### src/rtl/cvxif_group_pkg.sv
// Shared types and helpers for the CVXIF group dispatcher.
// Holds the writeback entry layout, the round-robin step and the default opcode map.
package cvxif_group_pkg;

    localparam int OUT_W = 64;
    localparam int ID_W  = 3;

    typedef logic [3:0] grp_idx_t;

    typedef struct packed {
        logic [OUT_W-1:0] data;
        logic [ID_W-1:0]  id;
    } wb_entry_t;

    // Index 0 is the lowest boundary; each group owns [bound[g], bound[g+1]).
    localparam logic [4:0][31:0] DEF_OPCODE_BOUND = {32'd32, 32'd24, 32'd16, 32'd8, 32'd0};

    function automatic grp_idx_t next_rr(input grp_idx_t cur, input int num);
        if (int'(cur) >= num - 1) begin
            return '0;
        end
        return cur + 4'd1;
    endfunction

endpackage

### src/rtl/cvxif_group_fifo.sv
// Generic circular FIFO (power-of-two or unit depth).
// Latency: a pushed word reaches the head on the following cycle.
// Backpressure: none; the caller bounds occupancy, push when full and pop when empty are dropped.
module cvxif_group_fifo #(
    parameter int Width = 8,
    parameter int Depth = 2
) (
    input  logic             clk_i,
    input  logic             rst_ni,
    input  logic             push,
    input  logic [Width-1:0] push_dat,
    input  logic             pop,
    output logic [Width-1:0] pop_dat,
    output logic             empty
);
    localparam int PW = (Depth > 1) ? $clog2(Depth) : 1;
    localparam logic [PW:0] FULL_CNT = (PW+1)'(Depth);

    logic [Width-1:0] mem [Depth];
    logic [PW-1:0]    wr_ptr, rd_ptr;
    logic [PW:0]      used;
    logic             do_push, do_pop;

    function automatic logic [PW-1:0] inc(input logic [PW-1:0] p);
        return (p == PW'(Depth - 1)) ? '0 : p + 1'b1;
    endfunction

    assign empty   = (used == '0);
    assign do_pop  = pop & ~empty;
    assign do_push = push & (used != FULL_CNT);
    assign pop_dat = mem[rd_ptr];

    always_ff @(posedge clk_i or negedge rst_ni) begin
        if (!rst_ni) begin
            wr_ptr <= '0;
            rd_ptr <= '0;
            used   <= '0;
        end else begin
            if (do_push) wr_ptr <= inc(wr_ptr);
            if (do_pop)  rd_ptr <= inc(rd_ptr);
            used <= used + {{PW{1'b0}}, do_push} - {{PW{1'b0}}, do_pop};
        end
    end

    always_ff @(posedge clk_i) begin
        if (do_push) mem[wr_ptr] <= push_dat;
    end

endmodule

### src/rtl/cvxif_group_slot.sv
// Per-group tracking: outstanding ids, completed results and the outstanding count.
// Latency: a done pulse makes its result visible at the head the next cycle.
// Backpressure: full asserts at Depth outstanding; results wait until popped by the arbiter.
module cvxif_group_slot
    import cvxif_group_pkg::*;
#(
    parameter int Depth = 2
) (
    input  logic             clk_i,
    input  logic             rst_ni,
    input  logic             push_id,
    input  logic [ID_W-1:0]  id,
    input  logic             done,
    input  logic [OUT_W-1:0] data,
    input  logic             pop,
    output logic             full,
    output logic             res_vld,
    output wb_entry_t        head,
    output logic             spurious
);
    localparam int CW = $clog2(Depth + 1);

    logic [CW-1:0]   cnt;
    logic [ID_W-1:0] id_head;
    logic            id_empty, res_empty, retire;

    // A done with nothing outstanding is flagged but never retires anything.
    assign retire   = done & ~id_empty;
    assign spurious = done & id_empty;
    assign res_vld  = ~res_empty;
    assign full     = (cnt == CW'(Depth));

    cvxif_group_fifo #(.Width(ID_W), .Depth(Depth)) u_id_fifo (
        .clk_i    (clk_i),
        .rst_ni   (rst_ni),
        .push     (push_id),
        .push_dat (id),
        .pop      (retire),
        .pop_dat  (id_head),
        .empty    (id_empty)
    );

    cvxif_group_fifo #(.Width($bits(wb_entry_t)), .Depth(Depth)) u_res_fifo (
        .clk_i    (clk_i),
        .rst_ni   (rst_ni),
        .push     (retire),
        .push_dat ({data, id_head}),
        .pop      (pop),
        .pop_dat  (head),
        .empty    (res_empty)
    );

    always_ff @(posedge clk_i or negedge rst_ni) begin
        if (!rst_ni) begin
            cnt <= '0;
        end else begin
            case ({push_id, pop})
                2'b10:   cnt <= cnt + 1'b1;
                2'b01:   cnt <= cnt - 1'b1;
                default: cnt <= cnt;
            endcase
        end
    end

endmodule

### src/rtl/cvxif_group_dispatch.sv
// Opcode-decoded dispatch to NumGroups accelerator groups with round-robin result writeback.
// Latency: exec/fill/pick are combinational; a result is offered on wb one cycle after its done.
// Backpressure: busy_o when the decoded group is full; wb grant held while wb_ready_i is low.
// Optional CVXIF_GROUP_PERF_EN adds per-group retire counters and a writeback stall counter.
module cvxif_group_dispatch
    import cvxif_group_pkg::*;
#(
    parameter int NumGroups   = 4,
    parameter int Depth       = 2,
    parameter int OpcodeWidth = 6,
    parameter int OutWidth    = OUT_W,
    parameter int IdWidth     = ID_W,
    parameter logic [NumGroups:0][31:0] OpcodeBound = DEF_OPCODE_BOUND
) (
    input  logic                          clk_i,
    input  logic                          rst_ni,
    input  logic                          exec_i,
    input  logic [OpcodeWidth-1:0]        opcode_i,
    input  logic [IdWidth-1:0]            instr_id_i,
    input  logic                          fill_vld_i,
    input  logic                          pick_vld_i,
    output logic                          busy_o,
    output logic                          invalid_instr_o,
    output logic [NumGroups-1:0]          grp_exec_o,
    output logic [NumGroups-1:0]          grp_fill_o,
    input  logic [NumGroups-1:0]          grp_done_i,
    input  logic [NumGroups*OutWidth-1:0] grp_data_i,
    output logic [OutWidth-1:0]           pick_data_o,
    output logic                          wb_valid_o,
    input  logic                          wb_ready_i,
    output logic [OutWidth-1:0]           wb_data_o,
    output logic [IdWidth-1:0]            wb_id_o,
    output logic                          err_o
`ifdef CVXIF_GROUP_PERF_EN
    ,
    output logic [NumGroups-1:0][31:0]    perf_cnt_o,
    output logic [31:0]                   stall_cnt_o
`endif
);
    logic [31:0]          opc;
    logic [NumGroups-1:0] sel, full, res_vld, spurious, pop;
    wb_entry_t            head [NumGroups];
    wb_entry_t            wb_ent;
    grp_idx_t             gnt, rr, lock_idx;
    logic                 locked, bypass, hs;

    assign opc             = {{(32-OpcodeWidth){1'b0}}, opcode_i};
    assign invalid_instr_o = (opc >= OpcodeBound[NumGroups]);
    assign busy_o          = |(sel & full);
    assign grp_exec_o      = sel & {NumGroups{exec_i & ~busy_o}};
    assign grp_fill_o      = sel & {NumGroups{fill_vld_i}};
    assign bypass          = pick_vld_i & ~exec_i;
    assign wb_valid_o      = (|res_vld) & ~bypass;
    assign hs              = wb_valid_o & wb_ready_i;
    assign wb_data_o       = wb_ent.data;
    assign wb_id_o         = wb_ent.id;

    always_comb begin : decode
        sel         = '0;
        pick_data_o = '0;
        for (int g = 0; g < NumGroups; g++) begin
            if (opc >= OpcodeBound[g] && opc < OpcodeBound[g+1]) begin
                sel[g]      = 1'b1;
                pick_data_o = grp_data_i[g*OutWidth +: OutWidth];
            end
        end
    end

    // A stalled offer keeps its grant so the writeback payload cannot change under the consumer.
    always_comb begin : arbiter
        int   k;
        logic found;
        k     = 0;
        found = 1'b0;
        gnt   = lock_idx;
        if (!locked) begin
            gnt = '0;
            for (int i = 0; i < NumGroups; i++) begin
                k = int'(rr) + i;
                if (k >= NumGroups) k = k - NumGroups;
                if (!found && res_vld[k]) begin
                    gnt   = grp_idx_t'(k);
                    found = 1'b1;
                end
            end
        end
        wb_ent = head[0];
        pop    = '0;
        for (int g = 0; g < NumGroups; g++) begin
            if (gnt == grp_idx_t'(g)) wb_ent = head[g];
            pop[g] = hs && (gnt == grp_idx_t'(g));
        end
    end

    for (genvar g = 0; g < NumGroups; g++) begin : g_slot
        cvxif_group_slot #(.Depth(Depth)) u_slot (
            .clk_i    (clk_i),
            .rst_ni   (rst_ni),
            .push_id  (grp_exec_o[g]),
            .id       (instr_id_i),
            .done     (grp_done_i[g]),
            .data     (grp_data_i[g*OutWidth +: OutWidth]),
            .pop      (pop[g]),
            .full     (full[g]),
            .res_vld  (res_vld[g]),
            .head     (head[g]),
            .spurious (spurious[g])
        );
    end

    always_ff @(posedge clk_i or negedge rst_ni) begin
        if (!rst_ni) begin
            rr       <= '0;
            locked   <= 1'b0;
            lock_idx <= '0;
            err_o    <= 1'b0;
        end else begin
            if (hs) rr <= next_rr(gnt, NumGroups);
            if (wb_valid_o) begin
                locked   <= ~wb_ready_i;
                lock_idx <= gnt;
            end
            if (|spurious) err_o <= 1'b1;
        end
    end

`ifdef CVXIF_GROUP_PERF_EN
    always_ff @(posedge clk_i or negedge rst_ni) begin
        if (!rst_ni) begin
            perf_cnt_o  <= '0;
            stall_cnt_o <= '0;
        end else begin
            for (int g = 0; g < NumGroups; g++) begin
                if (pop[g]) perf_cnt_o[g] <= perf_cnt_o[g] + 32'd1;
            end
            if (wb_valid_o && !wb_ready_i) stall_cnt_o <= stall_cnt_o + 32'd1;
        end
    end
`endif

endmodule

### config.mk
export PLATFORM = sky130hd
export DESIGN_NAME = cvxif_group_dispatch
export DESIGN_NICKNAME = d
export VERILOG_FILES = /design/src/rtl/cvxif_group_pkg.sv /design/src/rtl/cvxif_group_fifo.sv /design/src/rtl/cvxif_group_slot.sv /design/src/rtl/cvxif_group_dispatch.sv
export SDC_FILE = /design/constraint.sdc
export NUM_CORES = 1
export LEC_CHECK = 0
export CAP_MARGIN = 5
export CORE_MARGIN = 2
export CORE_UTILIZATION = 49
export CTS_CLUSTER_SIZE = 14
export DETAILED_ROUTE_END_ITERATION = 8
export GPL_TIMING_DRIVEN = 0
export PLACE_DENSITY = 0.77
export SYNTH_ARGS = -nofsm -noshare
export SYNTH_HDL_FRONTEND = slang
export SYNTH_SLANG_ARGS = --single-unit
### constraint.sdc
create_clock -name clk_i -period 4.37 [get_ports clk_i]
set_input_delay 0.437 -clock clk_i [delete_from_list [all_inputs] [get_ports clk_i]]
set_output_delay 0.437 -clock clk_i [all_outputs]
set_load 0.1 [all_outputs]
==> run metrics, run 1 <==
initial DRC count=1,418; Max Freq=216 MHz; tightest slew margin relative to the limit=23.9%; number of buffers created by CTS=60; fin worst setup slack=-250 ps; CTS tree=built; via count of the first global-routing pass=18,000; total congestion overflow after global routing=0; core occupancy in the finished layout=68.9%; min Tclk post-route=4620 ps; count of antenna-violating nets left after detailed routing=0; register clock-pin slew on the reported worst setup and hold paths=60 ps; count of vias placed by the detailed router=17,200; number of sinks handled by clock tree synthesis=610; number of pins exceeding their max-slew limit in the final report=0; combined flip-flop and latch cell area=0.0181 mm²; Boundary Pins=418; floorplan core area=0.0538 mm²; sequential share of the synthesized area=67.7%; insertion delay to the later sink of the worst-skew pair=640 ps; overall routed net length=81.0 mm; leading register cell type out of synthesis=sky130_fd_sc_hd__edfxtp_1; 1st-pass router iterations=5; Avg Inst Size Synth=16.5 µm²; top cell type by total area after synthesis=sky130_fd_sc_hd__edfxtp_1; critical path data required time=3930 ps; number of remaining DRC errors=0; portion of synthesized cell area occupied by the leading cell type=63.0%; die area=0.0563 mm²; status=finished, violations left; Max-cap violations=0; IO Port Bufs=412; DR WL/cell=27.8 µm; violations in the final reports=setup timing; number of endpoints failing setup at the final stage=67; EDFF count, synth=560; Hold Path Class=in -> async; Die Y=237 µm; row count=85; GRT Resource Usage Total=28.2%; depth of the worst register-to-register path=20; antenna violations before repair=10; post-synthesis net count=1,931; Worst Path Class, Setup=reg -> out; wire length of the first global-routing pass=116 mm; Worst EP arrival=4180 ps; placer's final routability congestion estimate=0.869; area growth from synthesis to final layout=39.0%; endpoint of the worst register-to-register path=g_slot[1].u_slot.u_res_fifo.used[1]; Die X=237 µm; clk root buf=sky130_fd_sc_hd__clkbuf_16; CTS H-tree depth=2; RSZ-0062 raised after global routing=true; per-cell via count in the routed design=5.91; critical path endpoint category=primary output; share of final-layout standard cells stronger than drive strength 1=27.4%; Worst Tran Pin Value=1140 ps; number of fill cells=3,476; Worst R2R Setup Slack=320 ps; startpoint types=register; largest cells by area after synthesis=sky130_fd_sc_hd__edfxtp_1 63%, sky130_fd_sc_hd__mux2i_1 7.6%, sky130_fd_sc_hd__mux4_2 5.5%; maximum number of pins on one net before global-route repair=27; worst-path maximum fanout=10; post-synthesis async set-or-reset flop share=8.20%; warning count from the yosys run=0; count of unique library cells instantiated by Yosys=53; synthesized netlist cell count=1,620; number of hold-slack violations in the final timing report=0; post-synthesis instance area=0.0267 mm²; #FFs+latches synth=610; final clock period utilization by the worst path=106%; initial core utilization=49.6%; detailed-placement wirelength estimate=54.9 mm; final layout net count=2,478; launch point of the worst reg-to-reg path=rr[0]; Clock Tree Buf Depth=3; Multi-input gate area=0.00943 mm²; largest clock skew in the final design=19.3 ps
==> synth_stat cells (5+ instances only) <==
cell                         n
sky130_fd_sc_hd__dfrtp_1    50
sky130_fd_sc_hd__nor2b_1    69
sky130_fd_sc_hd__xnor2_1    34
sky130_fd_sc_hd__edfxtp_1  560
sky130_fd_sc_hd__o22ai_1    68
sky130_fd_sc_hd__nand2_1    82
sky130_fd_sc_hd__o221a_2    67
sky130_fd_sc_hd__buf_1      21
sky130_fd_sc_hd__mux4_2     65
sky130_fd_sc_hd__buf_2      13
sky130_fd_sc_hd__mux2i_1   203
sky130_fd_sc_hd__nor2_1     43
sky130_fd_sc_hd__nor3_1     11
sky130_fd_sc_hd__and2_1      6
sky130_fd_sc_hd__xor2_1     18
sky130_fd_sc_hd__inv_1      41
sky130_fd_sc_hd__mux2_2     80
sky130_fd_sc_hd__a21oi_1    13
sky130_fd_sc_hd__nand3_1     7
sky130_fd_sc_hd__ha_1       36
sky130_fd_sc_hd__clkbuf_1   67
sky130_fd_sc_hd__nand2b_1    5
sky130_fd_sc_hd__buf_4       5
sky130_fd_sc_hd__o21ai_0    12
==> per-layer routing <==
| metal | wire length (µm) | GRT usage [%] |
|---|---|---|
| met1 | 31600 | 35.8 |
| met2 | 41100 | 49.0 |
| met5 | 94 | 0 |
| met3 | 6150 | 6.34 |
| met4 | 2130 | 7.78 |
==> cell usage in the layout (no fill, tap or decap), types with 17 or more instances in the layout <==
master                            count
sky130_fd_sc_hd__dfrtp_1             48
sky130_fd_sc_hd__xnor2_1             34
sky130_fd_sc_hd__dlygate4sd2_1       18
sky130_fd_sc_hd__ha_1                32
sky130_fd_sc_hd__mux4_2              65
sky130_fd_sc_hd__buf_12              94
sky130_fd_sc_hd__nor2b_1             69
sky130_fd_sc_hd__nor2_1              31
sky130_fd_sc_hd__nand2_1             81
sky130_fd_sc_hd__clkdlybuf4s50_1    326
sky130_fd_sc_hd__inv_1               38
sky130_fd_sc_hd__mux2i_1            203
sky130_fd_sc_hd__clkbuf_16           70
sky130_fd_sc_hd__buf_4               56
sky130_fd_sc_hd__edfxtp_1           560
sky130_fd_sc_hd__xor2_1              17
sky130_fd_sc_hd__clkbuf_1            49
sky130_fd_sc_hd__mux2_2              80
sky130_fd_sc_hd__o221a_4             33
sky130_fd_sc_hd__o221a_2             34
sky130_fd_sc_hd__o22ai_4             59
==> flip-flops by register name (all words and copies together) (netlist names), 8 cells and up <==
register and cells:
g_slot.u_slot.cnt 8, g_slot.u_slot.u_id_fifo.mem 24, g_slot.u_slot.u_id_fifo.used 8, g_slot.u_slot.u_res_fifo.mem 536
g_slot.u_slot.u_res_fifo.used 8
==> timing repair <==
action | CTS | global route
endpoints found under the hold margin | 24 | 0
setup buffers | 40 | 13
resized for setup | 806 | 42
setup endpoints to repair | 98 | 68
hold buffers | 1 | 0
cloned | 1 | 1
pin swaps | 28 | 25
==> area by class of cell <==
type	count	share of cell area (%)
flip-flops and latches	610	48.7
multi-input cells	862	25.4
repair buffers	488	15.3
clock buffers	71	4.24
well taps	696	2.35
plain buffers	104	2.34
clock inverters	42	1.21
inverters	41	0.435
diodes	3	0.0202
==> stage by stage <==
stage               cells  hold slack (ps)  setup TNS [ps]  worst slack, ps  instance area (µm²)
detailed placement   2748              463         -162190            -2600                32900
global placement     2728              457        -2060530            -3880                32500
global route         2914              398          -19710             -377                37100
floorplan            1620              141            -970            -37.6                27500
finish               2917              384          -10840             -250                37100
CTS                  2900              381           -8000             -189                36800
==> cell families (layout without fill, tap and decap cells) <==
kind of cell / after synthesis / count (layout) / share of synthesized area [%]
AO/OA/AOI/OAI: 188 / 188 / 5.72
XOR/XNOR: 52 / 52 / 1.71
adder cells (fa/ha/maj): 36 / 36 / 1.69
buffers and inverters: 148 / 746 / 2.24
flip-flops: 610 / 610 / 67.7
multiplexers: 348 / 348 / 16.5
other: 0 / 3 / 0
AND/OR/NAND/NOR: 238 / 238 / 4.46
==> worst max path at each step <==
stage                                   startpoint                                      to  cells past startpoint
2_1_floorplan                                rr[1]                           wb_data_o[16]                     17
3_3_place_gp                         grp_done_i[2]  g_slot[2].u_slot.u_res_fifo.mem[1][30]                      4
3_5_place_dp                                 rr[1]                           wb_data_o[36]                     18
4_1_cts        g_slot[0].u_slot.u_res_fifo.used[0]                           wb_data_o[52]                     13
5_1_grt                                      rr[0]                           wb_data_o[49]                     16
6_report                                     rr[1]                           wb_data_o[49]                     18
==> worst max-delay path, stage by stage (launching register included) <==
cell and delay [ps]:
sky130_fd_sc_hd__dfrtp_2 390, sky130_fd_sc_hd__buf_8 130, sky130_fd_sc_hd__inv_8 40, sky130_fd_sc_hd__ha_4 310, sky130_fd_sc_hd__nand2b_4 170, sky130_fd_sc_hd__o22ai_2 90
sky130_fd_sc_hd__a211o_1 330, sky130_fd_sc_hd__a21oi_2 160, sky130_fd_sc_hd__a311oi_2 60, sky130_fd_sc_hd__a21oi_2 270, sky130_fd_sc_hd__inv_2 100, sky130_fd_sc_hd__ha_4 200
sky130_fd_sc_hd__nor2_4 100, sky130_fd_sc_hd__nand2_4 100, sky130_fd_sc_hd__clkbuf_16 200, sky130_fd_sc_hd__buf_12 150, sky130_fd_sc_hd__o221a_4 290, sky130_fd_sc_hd__o22ai_4 230
sky130_fd_sc_hd__buf_12 210
Power of run 1 is left out: the tool's default activity adds up to more than one toggle a clock period on the data nets, which glitch-free logic cannot reach.
==> run 2, diff against run 1 <==
- PLACE_DENSITY: 0.77 -> default
- PLACE_DENSITY_LB_ADDON: default -> 0.25
- SLEW_MARGIN: default -> 20
==> run 2 against run 1 <==
Maximum frequency fell by 0.78%. Sequential cell count is the same. Setup slack worse by 36 ps. Via count rose by 0.95%. Routed wire length is essentially flat. Hold slack better by 25 ps. Critical path depth is 4 lower. Non-clock buffer count is 16 higher. Highest routed layer unchanged. Final cell count rose by 0.41%. The flow still finishes with violations (setup timing).
==> run metrics, run 2 (synthesis gave the netlist of run 1 again) <==
final layout net count=2,495; initial DRC count=1,266; clk root buf=sky130_fd_sc_hd__clkbuf_16; via count of the first global-routing pass=18,200; number of buffers created by CTS=61; RSZ-0062 raised after global routing=true; min Tclk post-route=4660 ps; startpoint types=register; overall routed net length=81.0 mm; CTS tree=built; Die X=237 µm; CTS H-tree depth=2; number of pins exceeding their max-slew limit in the final report=0; die area=0.0563 mm²; share of final-layout standard cells stronger than drive strength 1=27.7%; Worst EP arrival=4220 ps; final clock period utilization by the worst path=107%; top library cells by usage in the layout, fill and taps aside=560 x sky130_fd_sc_hd__edfxtp_1, 343 x sky130_fd_sc_hd__clkdlybuf4s50_1, 203 x sky130_fd_sc_hd__mux2i_1, 86 x sky130_fd_sc_hd__buf_12, 81 x sky130_fd_sc_hd__nand2_1; buffering stage count on the worst path with inverters included=4; DR WL/cell=27.7 µm; Max Freq=215 MHz; area growth from synthesis to final layout=41.8%; top cell family by delay on the critical path=compound AO/OA/AOI/OAI gates; Worst Tran Pin Value=1120 ps; placer's final routability congestion estimate=0.871; most common cell type on the critical path=sky130_fd_sc_hd__clkbuf_16; Max-cap violations=0; Hold Path Class=in -> async; CP max stage delay=490 ps; per-cell via count in the routed design=5.95; total congestion overflow after global routing=0; register clock-pin slew on the reported worst setup and hold paths=60 ps; number of sinks handled by clock tree synthesis=610; cell count after placement=2,758; tightest slew margin relative to the limit=25.5%; count of vias placed by the detailed router=17,400; number of hold-slack violations in the final timing report=0; Boundary Pins=418; status=finished, violations left; Worst Path Class, Setup=reg -> out; row count=85; number of remaining DRC errors=0; number of endpoints failing setup at the final stage=67; IO Port Bufs=412; Setup Slack @ Placement=-2560 ps; master of the slowest instance on the critical path=sky130_fd_sc_hd__mux4_2; detailed-placement wirelength estimate=55.3 mm; GRT Resource Usage Total=28.1%; insertion delay to the later sink of the worst-skew pair=630 ps; most common library cell in the layout ignoring fill and taps=sky130_fd_sc_hd__edfxtp_1; wire length of the first global-routing pass=116 mm; count of antenna-violating nets left after detailed routing=0; biggest registers after layout=g_slot.u_slot.u_res_fifo.mem: 536 flops, g_slot.u_slot.u_id_fifo.mem: 24 flops; Final Non-Filler Cells=2,929; Clock Tree Buf Depth=3; Top reg by flops=g_slot.u_slot.u_res_fifo.mem; cell-by-cell listing of the critical path=or2_4, mux4_2, a211o_1, a311oi_2, a21oi_2, buf_4, ha_4, nor2_4, nand2_4, clkbuf_16, clkbuf_16, o221a_4, o22ai_4, buf_12; fin worst setup slack=-286 ps; flip-flop count of the largest register, all copies and words added=536; initial core utilization=49.6%; worst-path maximum fanout=7; critical path data required time=3930 ps; Die Y=237 µm; critical path endpoint category=primary output; 1st-pass router iterations=5; floorplan core area=0.0538 mm²; largest clock skew in the final design=18.4 ps; antenna violations before repair=11; violations in the final reports=setup timing; maximum number of pins on one net before global-route repair=51
[run 2: area by class of cell]
class	instances	area, µm²
Inverter	41	156
Tap cell	696	871
Timing Repair Buffer	507	6200
Sequential cell	610	18100
Clock inverter	30	300
Fill cell	3415	16000
Buffer	101	843
Clock buffer	79	1650
Multi-Input combinational cell	862	9740
Antenna cell	3	7.51
[run 2: per-layer routing]
metal	share of wire, %	vias to the layer above	global-route usage (%)	routed length (µm)
met2	51	750	49.1	41600
met3	7.2	153	5.99	5840
li1	-	7516	-	-
met4	3.0	18	9.07	2420
met5	0.15	-	0	124
met1	38	8976	35.1	31000
[run 2: per-stage QoR]
step / hold slack, ps / util, % / cell area (µm²) / TNS [ps]
after global placement: 458 / 60.3 / 32500 / -2017920
after CTS: 384 / 69.0 / 37100 / -10520
final: 409 / 70.3 / 37800 / -13750
after global routing: 406 / 70.3 / 37800 / -19750
after floorplan: 141 / - / 27500 / -970
after detailed placement: 462 / 61.9 / 33300 / -164410
[run 2: path summary, 6_finish.rpt]
| kind | to | slack [ps] | cells after the start | from |
|---|---|---|---|---|
| worst max-delay path | wb_data_o[62] | -290 | 14 | g_slot[2].u_slot.u_res_fifo.used[1] |
| worst min-delay path | g_slot[1].u_slot.u_id_fifo.used[1] | 410 | 2 | rst_ni |
| worst max register to register | g_slot[1].u_slot.u_res_fifo.used[1] | 290 | 20 | rr[1] |
| worst min register to register | g_slot[3].u_slot.cnt[1] | 470 | 1 | g_slot[3].u_slot.cnt[1] |
| max in group asynchronous | rr[0] | 3440 | 2 | rst_ni |
| min in group clk_i | g_slot[3].u_slot.u_res_fifo.mem[1][57] | 410 | 1 | grp_data_i[246] |
[run 2: what timing repair did]
| action | 4_1_cts | 5_1_grt |
|---|---|---|
| resized for setup | 785 | 98 |
| gates cloned | 6 | 3 |
| endpoints found under the setup margin | 100 | 68 |
| endpoints found under the hold margin | 50 | 0 |
| hold buffers | 1 | 0 |
| pin swaps | 49 | 45 |
| buffers inserted | 31 | 27 |
[run 2: worst register-to-register path, delay by kind of cell (launching register included)]
kind | cells | cell delay, ps
fa+ha+maj | 4 | 910
simple gates | 3 | 830
buf+inv | 6 | 750
xor+xnor | 4 | 620
compound gates | 3 | 490
flops | 1 | 410
Power of run 2 is left out for the same reason.
==> run 3, diff against run 2 <==
- CORE_MARGIN: 2 -> default
==> run 3 against run 2 <==
The run still ends with setup timing left. Cell area shrank 0.14%. Clock skew is 0.92 ps lower. Global-route usage rose by 0.28 points. Utilization down 0.10 points. Clock-buffer cell count decreased by 6. Non-clock buffer count shrank 8. Routed wire length is 1.6% lower. Largest cell class unchanged. Highest routed layer unchanged.
==> run metrics, run 3 (synthesis gave the netlist of run 1 again) <==
final clock period utilization by the worst path=105%; Die Y=235 µm; Worst EP arrival=4170 ps; initial core utilization=49.6%; Worst Path Class, Setup=reg -> out; min Tclk post-route=4610 ps; wire length of the first global-routing pass=116 mm; Worst R2R Setup Slack=200 ps; Worst Tran Pin Value=1140 ps; row count=85; number of buffers created by CTS=61; GRT Resource Usage Total=28.4%; smallest hold slack=407 ps; number of hold-slack violations in the final timing report=0; flip-flop count of the largest register, all copies and words added=536; endpoint of the worst register-to-register path=g_slot[1].u_slot.u_res_fifo.used[1]; startpoint types=register; status=finished, violations left; die area=0.0554 mm²; number of fill cells=3,427; largest clock skew in the final design=17.5 ps; RSZ-0062 raised after global routing=true; number of endpoints failing setup at the final stage=67; Hold Path Class=in -> async; most common library cell in the layout ignoring fill and taps=sky130_fd_sc_hd__edfxtp_1; Top reg by flops=g_slot.u_slot.u_res_fifo.mem; fin worst setup slack=-237 ps; floorplan core area=0.0538 mm²; critical path data required time=3930 ps; initial DRC count=1,446; maximum number of pins on one net before global-route repair=51; area growth from synthesis to final layout=41.6%; DR WL/cell=27.2 µm; Multi-input gate area=0.00976 mm²; count of vias placed by the detailed router=17,300; depth of the worst register-to-register path=18; per-cell via count in the routed design=5.89; Max-cap violations=0; antenna violations before repair=18; number of pins exceeding their max-slew limit in the final report=0; number of remaining DRC errors=0; critical path endpoint category=primary output; worst-path maximum fanout=7; Clock Tree Buf Depth=3; launch point of the worst reg-to-reg path=rr[1]; IO Port Bufs=412; overall routed net length=79.7 mm; Setup TNS=-11,530 ps; Max Freq=217 MHz; top library cells by usage in the layout, fill and taps aside=560 x sky130_fd_sc_hd__edfxtp_1, 343 x sky130_fd_sc_hd__clkdlybuf4s50_1, 203 x sky130_fd_sc_hd__mux2i_1, 92 x sky130_fd_sc_hd__buf_12, 81 x sky130_fd_sc_hd__nand2_1; cell count after placement=2,755; Final Non-Filler Cells=2,931; placer's final routability congestion estimate=0.887; CTS tree=built; clk root buf=sky130_fd_sc_hd__clkbuf_16; total congestion overflow after global routing=0; detailed-placement wirelength estimate=53.9 mm; tightest slew margin relative to the limit=24.3%; via count of the first global-routing pass=17,900; biggest registers after layout=g_slot.u_slot.u_res_fifo.mem: 536 flops, g_slot.u_slot.u_id_fifo.mem: 24 flops; register clock-pin slew on the reported worst setup and hold paths=60 ps; Die X=235 µm; violations in the final reports=setup timing; Boundary Pins=418; number of sinks handled by clock tree synthesis=610; insertion delay to the later sink of the worst-skew pair=620 ps; share of final-layout standard cells stronger than drive strength 1=27.9%; CTS H-tree depth=2; final layout net count=2,487; combined flip-flop and latch cell area=0.0181 mm²; 1st-pass router iterations=6; count of antenna-violating nets left after detailed routing=0
run 3: cell types whose count changed in the layout (fill, tap and decap cells not counted), sizes merged:
| cell | change |
|---|---|
| buf | -5 |
| bufinv | +3 |
| clkbuf | -8 |
| clkdlybuf4s15 | -1 |
| clkinv | +6 |
| clkinvlp | +4 |
| diode | +3 |
| dlygate4sd2 | +1 |
| dlymetal6s2s | -1 |
run 3: what timing repair did:
action	CTS	global route
resized for setup	763	121
pin swaps	33	71
gates cloned	5	1
setup buffers	35	16
hold buffers	1	0
setup endpoints to repair	98	68
hold endpoints to repair	50	0
run 3: worst max-delay path by stage:
stage                                         from                                      to  slack, ps  cells after the start
5_1_grt        g_slot[1].u_slot.u_res_fifo.used[1]                           wb_data_o[60]       -300                     15
3_3_place_gp                         grp_done_i[2]  g_slot[2].u_slot.u_res_fifo.mem[1][34]      -3610                      4
3_5_place_dp                                 rr[1]                           wb_data_o[55]      -2580                     18
4_1_cts        g_slot[2].u_slot.u_res_fifo.used[0]                           wb_data_o[52]       -210                     14
2_1_floorplan                                rr[1]                           wb_data_o[16]        -40                     17
6_report       g_slot[0].u_slot.u_res_fifo.used[1]                           wb_data_o[62]       -240                     17
run 3: per-layer routing:
metal  up-vias  track usage (%)  routed length, µm  part of all wire [%]
li1       7493                -                  -                     -
met1      8817             36.9              31300                    39
met2       766             48.1              40000                    50
met3       166             6.18               6150                   7.7
met4        22             8.40               2220                   2.8
met5         -                0                126                  0.16
run 3: area by class of cell:
class	instances	share of cell area (%)
Timing Repair Buffer	497	15.7
Clock inverter	43	1.19
Clock buffer	73	4.27
Multi-Input combinational cell	862	25.8
Buffer	103	2.41
Sequential cell	610	47.8
Antenna cell	6	0.0397
Inverter	41	0.414
Tap cell	696	2.30
run 3: stage by stage:
stage	area, µm²	worst slack, ps	util [%]
6_report	37800	-237	70.2
5_1_grt	37800	-302	70.2
4_1_cts	36900	-208	68.6
3_5_place_dp	33200	-2580	61.6
3_3_place_gp	32500	-3610	60.3
2_1_floorplan	27500	-37.6	-
run 3: critical path: stages (launching register included):
cell and delay [ps]:
sky130_fd_sc_hd__dfrtp_1 380, sky130_fd_sc_hd__buf_4 140, sky130_fd_sc_hd__nor4_4 370, sky130_fd_sc_hd__nand3_1 130, sky130_fd_sc_hd__nor3_1 330, sky130_fd_sc_hd__a211oi_2 110, sky130_fd_sc_hd__a21oi_2 180, sky130_fd_sc_hd__a311oi_2 60
sky130_fd_sc_hd__a21oi_2 250, sky130_fd_sc_hd__inv_2 110, sky130_fd_sc_hd__ha_4 190, sky130_fd_sc_hd__nor2_4 90, sky130_fd_sc_hd__nand2_4 100, sky130_fd_sc_hd__clkbuf_16 200, sky130_fd_sc_hd__clkbuf_16 170, sky130_fd_sc_hd__o221a_4 260
sky130_fd_sc_hd__o22ai_4 220, sky130_fd_sc_hd__buf_12 210
Power of run 3 is left out for the same reason.
==> edit (config.mk and constraints of run 2) <==
The option `CVXIF_GROUP_PERF_EN` is turned on by a define.
--- a/src/rtl/cvxif_group_dispatch.sv
+++ b/src/rtl/cvxif_group_dispatch.sv
@@ -3,4 +3,6 @@
 // Backpressure: busy_o when the decoded group is full; wb grant held while wb_ready_i is low.
 // Optional CVXIF_GROUP_PERF_EN adds per-group retire counters and a writeback stall counter.
+`define CVXIF_GROUP_PERF_EN
+
 module cvxif_group_dispatch
     import cvxif_group_pkg::*;
Function (old outputs only; new: perf_cnt_o and stall_cnt_o): no difference found for any inputs over 4 cycles, from zero or initial values and one cycle with rst_ni low; that may be too few to reach the edited logic, so the function may still have changed.
==> edit against run 2 <==
- the run still ends with negative setup slack left
- hold slack lost 170 ps
- wire length is 34% higher
- global-route usage is 1.4 points higher
- count of clock-buffer cells in the layout grew 32
- design area rose by 27%
- worst setup slack gained 140 ps
- sequential cell count up 160
- final cell count is 39% higher
- fmax increased by 3.1%
- synthesized area increased by 28%
==> edit: results (changes against run 2) <==
- Crit Reg-Reg Startpoint: g_slot[1].u_slot.u_res_fifo.used[0]
- CTS HTree Levels: 3 (+1)
- FF-to-FF path depth: 17 (-15%)
- # setup viols final: 48 (-28%)
- Initial drt markers: 2,289 (+81%)
- Synth async-reset ratio: 27.27% (+19 points)
- Outcome: finished, violations left
- Slowest cell on the critical path: dfrtp_2
- EDFF count, synth: 560 (unchanged)
- Synthesized netlist net count: 2,617 (+36%)
- First-pass GRT wire length: 155,300 um (+33%)
- FP Rows: 96 (+13%)
- Min Hold Slack: 238.4 ps (-170.9 ps)
- Clk_skew: 12.14 ps (-6.257 ps)
- Layout filler cell count: 4,524 (+32%)
- Post-synth top cells: edfxtp_1, dfrtp_1, mux2i_1
- Setup WS pre-CTS: -2059 ps (+496.6 ps)
- WL/cell: 26.68 um (-3.5%)
- GR met1 Demand/Resource: 36.77% (+1.6 points)
- Final net count: 3,364 (+35%)
- Initial DRT Pass Iterations: 6 (+1)
- Seq/Total Area, Yosys: 64.66% (-3.0 points)
- Area after DPL: 42,080 um2 (+26%)
- CP arrival: 4080 ps (-140 ps)
- Final Wtd Congestion: 0.8930 (+2.5%)
- Remaining global-route overflow: 0 (unchanged)
- Antenna violations before repair: 27 (+16)
- Root Buffer: clkbuf_16
- Top flop regs: g_slot.u_slot.u_res_fifo.mem: 536 flops, perf_cnt_o: 128 flops, stall_cnt_o: 32 flops
- Routed Wire Length: 108,300 um (+34%)
- Largest net degree at the start of global routing: 103 (+100%)
- R2R Setup Slk: 240 ps (-50 ps)
- Top cells by area, synth: edfxtp_1, dfrtp_1, mux2i_1
- Syn avg cell area: 14.83 um2 (-10%)
- Cell family with most CP delay: compound AO/OA/AOI/OAI gates
- GR met2 Demand/Resource: 50.58% (+1.5 points)
- CTS buffer count: 80 (+31%)
- Total number of vias: 23,730 (+36%)
- Slew headroom: 19.64% (-5.8 points)
- Failing checks: negative setup slack
- Clk Latency, worst-skew pair: 620 ps
- IO Port Bufs: 572 (+39%)
- Hold Path Class: in2async
- Met3 GRT Util: 6.433% (+0.44 points)
- Hpwl dp: 75,390 um (+36%)
- Synth unique cells: 60 (+13%)
- Inst Count DP: 3,833 (+39%)
- Global Route Usage Sum: 29.57% (+1.4 points)
- Final WS setup: -148.4 ps (+138.0 ps)
- Share of layout cells above drive strength 1: 22.71% (-5.0 points)
## edit: cell count changes in the layout (fill, tap and decap cells not counted), sizes merged, moves of 20 or more
| cell | delta |
|---|---|
| clkbuf | +48 |
| nor3 | +45 |
| nor4 | +48 |
| nand2 | +66 |
| xor2 | +103 |
| xnor2 | +50 |
| clkdlybuf4s50 | +141 |
| inv | +27 |
| nand3 | +52 |
| nand4 | +31 |
| and3 | +20 |
| nor2 | +37 |
| dfrtp | +160 |
## edit: worst max-delay path by stage
stage                      start               to  slack [ps]  cells after the start
after detailed placement   rr[1]     wb_data_o[5]       -2060                     15
after floorplan            rr[1]    wb_data_o[17]        -470                     14
after CTS                  rr[0]    wb_data_o[44]         -60                     15
final                      rr[1]    wb_data_o[34]        -150                     18
after global routing       rr[0]    wb_data_o[34]        -230                     17
after global placement    rst_ni  stall_cnt_o[27]       -5970                      1
## edit: repair_timing
action / CTS / global route
resized for setup: 869 / 142
cloned: 5 / 5
pin swaps: 72 / 60
buffers inserted: 42 / 18
setup endpoints to repair: 139 / 78
hold endpoints to repair: 101 / 0
hold buffers: 1 / 0
## edit: metal layers
layer / wire length, um / vias to the layer above
met1: 40780 / 12020
met4: 4229 / 26
li1: - / 10260
met2: 54260 / 1147
met5: 161 / -
met3: 8821 / 280
## edit: cell families after synthesis
| logic type | after synthesis | synth area share, % |
|---|---|---|
| compound gates | 181 | 4.439 |
| simple gates | 561 | 8.695 |
| mux | 355 | 13.25 |
| fa+ha+maj | 40 | 1.466 |
| flops | 770 | 64.66 |
| xor+xnor | 205 | 5.260 |
| buf+inv | 190 | 2.229 |
## edit: layout make-up
type | count | area, um2 | area share, %
buffer | 119 | 1050 | 2.193
multi-input combinational | 1342 | 12920 | 27.00
antenna | 14 | 35.03 | 0.07319
clock buffer | 111 | 2242 | 4.684
timing repair buffer | 670 | 7814 | 16.32
clock inverter | 35 | 309.0 | 0.6456
tap | 931 | 1165 | 2.433
inverter | 66 | 252.7 | 0.5280
sequential | 770 | 22080 | 46.12
## edit: power breakdown
group / switching (mW) / internal (mW) / leakage [nW] / total, mW
clock: 2.80 / 3.88 / 1.24 / 6.69
sequential: 0.621 / 9.61 / 7.84 / 10.2
combinational: 13.1 / 8.18 / 8.83 / 21.3
## edit: through the flow
| stage | TNS, ps | utilization (%) |
|---|---|---|
| after global routing | -9703 | 69.53 |
| final | -2257 | 69.55 |
| after floorplan | -8445 | - |
| after detailed placement | -143110 | 61.13 |
| after CTS | -516.3 | 68.26 |
| after global placement | -3302580 | 60.08 |
